<file path="config.mk">
export PLATFORM = sky130hd
export DESIGN_NAME = bram_rmw_ctrl
export DESIGN_NICKNAME = d
export VERILOG_FILES = /design/src/rtl/bram_rmw_ctrl_pkg.sv /design/src/rtl/bram_rmw_ctrl.sv
export SDC_FILE = /design/constraint.sdc
export NUM_CORES = 1
export LEC_CHECK = 0
export BUFFER_PORTS_ARGS = -buffer_cell sky130_fd_sc_hd__buf_2
export CORE_MARGIN = 2
export CORE_UTILIZATION = 50
export DETAILED_ROUTE_END_ITERATION = 6
export GPL_TIMING_DRIVEN = 0
export PLACE_DENSITY = 0.85
export SETUP_SLACK_MARGIN = 0.2
export SLEW_MARGIN = 40
export SYNTH_ARGS = -nofsm -noshare
export SYNTH_HDL_FRONTEND = slang
export SYNTH_SLANG_ARGS = --single-unit
</file>
<file path="constraint.sdc">
create_clock -name CLK -period 4.8 [get_ports CLK]
set_input_delay 0.96 -clock CLK [delete_from_list [all_inputs] [get_ports CLK]]
set_output_delay 0.96 -clock CLK [all_outputs]
set_load 0.05 [all_outputs]
</file>
<file path="src/rtl/bram_rmw_ctrl_pkg.sv">
// Shared definitions for the BRAM wrapper front ends: FSM states, request
// classes, default geometry and the bit-mask merge used for read-modify-write.
package mnemosyne_bram_pkg;

    localparam int unsigned ADDR_W_DEF  = 12;
    localparam int unsigned DATA_W_DEF  = 4;
    // Widest word any front end may merge; callers size-cast in and out.
    localparam int unsigned MERGE_MAX_W = 64;

    typedef enum logic {
        IDLE,
        MERGE
    } state_e;

    typedef enum logic [1:0] {
        REQ_READ,
        REQ_FULL,
        REQ_EMPTY,
        REQ_PARTIAL
    } req_kind_e;

    function automatic logic [MERGE_MAX_W-1:0] mask_merge(
        input logic [MERGE_MAX_W-1:0] old_word,
        input logic [MERGE_MAX_W-1:0] new_word,
        input logic [MERGE_MAX_W-1:0] wem
    );
        return (old_word & ~wem) | (new_word & wem);
    endfunction

    function automatic req_kind_e classify(
        input logic we,
        input logic wem_full,
        input logic wem_empty
    );
        if (!we) begin
            return REQ_READ;
        end else if (wem_full) begin
            return REQ_FULL;
        end else if (wem_empty) begin
            return REQ_EMPTY;
        end else begin
            return REQ_PARTIAL;
        end
    endfunction

endpackage

</file>
<file path="src/rtl/bram_rmw_ctrl.sv">
// Port-0 front end for the dual-port BRAM: passes reads through with the
// BRAM's 1-cycle latency and turns bit-masked writes into read-modify-write.
module bram_rmw_ctrl
    import mnemosyne_bram_pkg::*;
#(
    parameter int unsigned ADDR_W = ADDR_W_DEF,
    parameter int unsigned DATA_W = DATA_W_DEF
) (
    input  logic              CLK,
    input  logic              RST,
    input  logic              REQ_VALID,
    output logic              REQ_READY,
    input  logic              REQ_WE,
    input  logic [ADDR_W-1:0] REQ_ADDR,
    input  logic [DATA_W-1:0] REQ_DATA,
    input  logic [DATA_W-1:0] REQ_WEM,
    output logic              RSP_VALID,
    output logic [DATA_W-1:0] RSP_DATA,
    output logic [ADDR_W-1:0] A0,
    output logic [DATA_W-1:0] D0,
    input  logic [DATA_W-1:0] Q0,
    output logic              WE0,
    output logic [DATA_W-1:0] WEM0,
    output logic              CE0
);

    state_e            state;
    state_e            state_next;
    req_kind_e         kind;
    logic              accept;
    logic              rsp_pending;
    logic [ADDR_W-1:0] held_addr;
    logic [DATA_W-1:0] held_data;
    logic [DATA_W-1:0] held_wem;
    logic [DATA_W-1:0] merged;

    assign REQ_READY = (state == IDLE) & ~RST;
    assign accept    = REQ_VALID & REQ_READY;
    assign kind      = classify(REQ_WE, &REQ_WEM, ~|REQ_WEM);
    assign merged    = DATA_W'(mask_merge(MERGE_MAX_W'(Q0),
                                          MERGE_MAX_W'(held_data),
                                          MERGE_MAX_W'(held_wem)));

    always_ff @(posedge CLK) begin
        if (RST) begin
            state <= IDLE;
        end else begin
            state <= state_next;
        end
    end

    always_comb begin
        state_next = state;
        case (state)
            IDLE:    if (accept && kind == REQ_PARTIAL) state_next = MERGE;
            MERGE:   state_next = IDLE;
            default: state_next = IDLE;
        endcase
    end

    always_comb begin
        A0  = REQ_ADDR;
        D0  = REQ_DATA;
        CE0 = 1'b0;
        WE0 = 1'b0;
        case (state)
            IDLE: begin
                if (accept) begin
                    case (kind)
                        REQ_READ:    CE0 = 1'b1;
                        REQ_FULL: begin
                            CE0 = 1'b1;
                            WE0 = 1'b1;
                        end
                        REQ_PARTIAL: CE0 = 1'b1;
                        default:     CE0 = 1'b0;
                    endcase
                end
            end
            MERGE: begin
                A0 = held_addr;
                D0 = merged;
                // Reset during the merge cycle drops the write so the old word survives.
                CE0 = ~RST;
                WE0 = ~RST;
            end
            default: begin
                CE0 = 1'b0;
                WE0 = 1'b0;
            end
        endcase
    end

    always_ff @(posedge CLK) begin
        if (RST) begin
            held_addr <= '0;
            held_data <= '0;
            held_wem  <= '0;
        end else if (accept && kind == REQ_PARTIAL) begin
            held_addr <= REQ_ADDR;
            held_data <= REQ_DATA;
            held_wem  <= REQ_WEM;
        end
    end

    always_ff @(posedge CLK) begin
        if (RST) begin
            rsp_pending <= 1'b0;
        end else begin
            rsp_pending <= accept && (kind == REQ_READ);
        end
    end

    // Q0 is already registered inside the BRAM; reset in the response cycle masks it.
    assign RSP_VALID = rsp_pending & ~RST;
    assign RSP_DATA  = Q0;
    assign WEM0      = '1;

endmodule

</file>
==> results.txt <==
The setup fix buffers added after clock tree synthesis is 0. The iteration count of the initial detailed-routing pass came out at 4. The I/O pin total is 56. TritonCTS built the clock tree. The internal power consumption came out at 0.273 mW. Between clock sinks in the finished design, the worst skew comes to 0.0138 ns. The global-route wire length before repair came out at 3.86 mm.

The number of hold-repair buffers added at the cts stage came out at 0. The post-synthesis to final-layout area growth is 25.8%. The placer's final routability congestion estimate came out at 0.778. The clock transition at the register clock pins on the worst setup and hold paths after CTS is 0.11 ns. The final layout net count is 201. The initial core utilization is 0.520. The root buffer cell is sky130_fd_sc_hd__clkbuf_4. The initial DRC count came out at 16. The worst setup path is launched from an input pin.

Counting along the longest clock path gives a buffer depth of 2. The HPWL after detailed placement is 2.02 mm. Setup total negative slack on the finished layout was measured at 0 ns. The fraction of the cycle the final worst path needs is 0.657. The die footprint is 2950 µm². The post-detailed-route via-to-cell ratio came out at 4.96. The count of state elements after synthesis is 22. Static timing analysis puts the maximum clock frequency at 317 MHz. The net switching power is 0.146 mW. The port buffer count came out at 51. The post-route core utilization came out at 0.654. The share of total power dissipated in the clock network is 0.205.

The sequential area share after synthesis came out at 0.348. Counting the buffers created by CTS gives 3. The count of nets left with antenna violations once routing finished came out at 0.

The switching part of the total power is 0.349. The number of antenna diodes in the final layout is 0. The detailed-route wire length came out at 2.68 mm. The aggregate global-route resource usage came out at 0.182. The worst pin sits at a relative slew slack of 0.647. The post-synthesis instance area is 1260 µm². The number of antenna violations at the first check in global routing is 0. The tool flagged a number of max-cap violations equal to 0. Leaving out fill and tap cells, the most frequent cells in the layout are sky130_fd_sc_hd__buf_2, sky130_fd_sc_hd__dfxtp_1, sky130_fd_sc_hd__nor2b_1. The height of the die is 54.3 µm. After global routing the overflow that remains totals 0.

Entering global routing, the biggest net connects 12 pins. The run finished with clean final reports. The reported leakage power came out at 0.743 nW.

For this run, the slowest stage of the critical path takes 0.57 ns. The time the final worst path needs with I/O delays and setup came out at 3.15 ns. The final number of hold-violating endpoints is 0. The sort of element at the end of the critical path is a primary output.

Dividing total power by cell area gives a power density of 263 nW/µm². The portion of total power attributed to combinational logic came out at 0.323. In this run the horizontal extent of the chip is 54.3 µm. The largest individual stage delay along the critical path comes from the cell sky130_fd_sc_hd__or4_1.

The number of gates resized after CTS was 0. Setup violations remaining at the end of the flow were counted as 0. The count of vias placed by the detailed router came out at 996. For this run, the number of Yosys warnings is 0.

The maximum fanout encountered on the critical timing path came out at 3. For the pin with the worst max-slew slack, the measured transition is 0.530 ns. The maximum ir drop on the vdd rail came out at 0.199 mV. The commonest non-fill, non-tap cell in the layout is sky130_fd_sc_hd__buf_2.

In the final routed layout, each cell accounts on average for 13.3 µm. The critical path start-end classification is input pin to primary output. The worst path arrival time is 2.19 ns.

The standard-cell row count is 18. The core region area is 2430 µm². The final-report max-slew violation count was 0. At the later pin of the worst-skew pair, clock insertion delay measures 0.31 ns.

The sequential share of power came out at 0.472. The average size of a mapped cell came out at 11.1 µm². The library cell appearing most often on the critical path is sky130_fd_sc_hd__buf_2. The worst hold margin came out at 0.619 ns. The signal on the critical path passes through buf_2 -> or4_1 -> o21ai_0 -> a21oi_1 -> buf_2. The clock sink count is 22. The number of global-route vias before repair is 925. In the final layout, the share of cells above drive strength 1 is 0.573. The remaining design rule violation count came out at 0. The required time of the worst setup path is 3.84 ns.

The number of H-tree levels is 1. The count of distinct cell types in the synthesized netlist came out at 20. The post-synthesis instance total is 114. Setup repair after global routing left no endpoint under its margin. In this run the worst hold path is classified as register to register.
## power groups by stage
stage | combinational (mW) | clock (mW) | sequential [mW]
floorplan | 0.104 | 0 | 0.200
global placement | 0.133 | 0 | 0.201
detailed placement | 0.136 | 0 | 0.202
CTS | 0.136 | 0.0862 | 0.198
global route | 0.143 | 0.0913 | 0.199
finish | 0.135 | 0.0858 | 0.198
## flip-flops by register name, indices dropped and copies added, names as in the netlist
signal / count
held_addr: 12
held_data: 4
held_wem: 4
rsp_pending: 1
state: 1
## stage by stage
| step | worst slack [ns] | std cells | cell area (µm²) | power, mW |
|---|---|---|---|---|
| after floorplan | 1.76 | 117 | 1280 | 0.304 |
| after global placement | 1.74 | 198 | 1570 | 0.334 |
| after detailed placement | 1.74 | 198 | 1570 | 0.337 |
| after CTS | 1.67 | 201 | 1590 | 0.420 |
| after global routing | 1.65 | 201 | 1590 | 0.433 |
| final | 1.65 | 201 | 1590 | 0.419 |
## layout make-up
cell class | count | area, µm²
repair buffers | 51 | 255
plain buffers | 14 | 97.6
well taps | 30 | 37.5
clock buffers | 3 | 22.5
multi-input cells | 79 | 731
inverters | 2 | 7.51
fillers | 213 | 841
flip-flops and latches | 22 | 440
## worst max-delay path: cells and delay by family
family / cells / cell delay (ns)
compound gates: 2 / 0.32
buf+inv: 2 / 0.34
simple gates: 1 / 0.57
## synth_stat cells
cell / count / area share
sky130_fd_sc_hd__a21oi_1: 6 / 0.024
sky130_fd_sc_hd__and3_1: 1 / 0.0049
sky130_fd_sc_hd__and4_2: 1 / 0.0079
sky130_fd_sc_hd__buf_1: 1 / 0.0030
sky130_fd_sc_hd__buf_4: 8 / 0.047
sky130_fd_sc_hd__buf_6: 2 / 0.018
sky130_fd_sc_hd__clkbuf_1: 3 / 0.0089
sky130_fd_sc_hd__conb_1: 1 / 0.0030
sky130_fd_sc_hd__dfxtp_1: 22 / 0.35
sky130_fd_sc_hd__inv_1: 2 / 0.0059
sky130_fd_sc_hd__mux2_2: 13 / 0.12
sky130_fd_sc_hd__mux2_4: 19 / 0.23
sky130_fd_sc_hd__mux2i_1: 4 / 0.032
sky130_fd_sc_hd__nand3_1: 1 / 0.0040
sky130_fd_sc_hd__nand4bb_1: 1 / 0.0089
sky130_fd_sc_hd__nor2_1: 5 / 0.015
sky130_fd_sc_hd__nor2b_1: 21 / 0.10
sky130_fd_sc_hd__nor3b_4: 1 / 0.015
sky130_fd_sc_hd__o21ai_0: 1 / 0.0040
sky130_fd_sc_hd__or4_1: 1 / 0.0059
## metal layers
metal / vias up / wire length (µm) / global-route usage
met3: 4 / 141 / 0.0164
met2: 33 / 1400 / 0.337
met4: 0 / 42 / 0.100
met1: 468 / 1090 / 0.202
met5: - / 0 / 0
li1: 491 / - / -
## path summary, 6_finish.rpt
check	depth (start not counted)	startpoint	slack (ns)	endpoint
worst max-delay path	5	REQ_WEM[0]	1.65	CE0
worst min-delay path	2	held_addr[3]$_SDFFE_PP0P_	0.62	held_addr[3]$_SDFFE_PP0P_
worst max register to register	4	state$_SDFF_PP0_	3.26	held_addr[8]$_SDFFE_PP0P_
worst min register to register	2	held_addr[3]$_SDFFE_PP0P_	0.62	held_addr[3]$_SDFFE_PP0P_
## logic make-up (layout without fill, tap and decap cells)
logic type / Yosys count / after routing / share of synthesized area
muxes: 36 / 36 / 0.373
and+or+nand+nor: 32 / 32 / 0.165
DFF: 22 / 22 / 0.348
buffers and inverters: 16 / 70 / 0.0831
AOI/OAI and AO/OA: 7 / 7 / 0.0277
other: 1 / 4 / 0.00296
No activity file was read; power rests on OpenSTA's default activity.
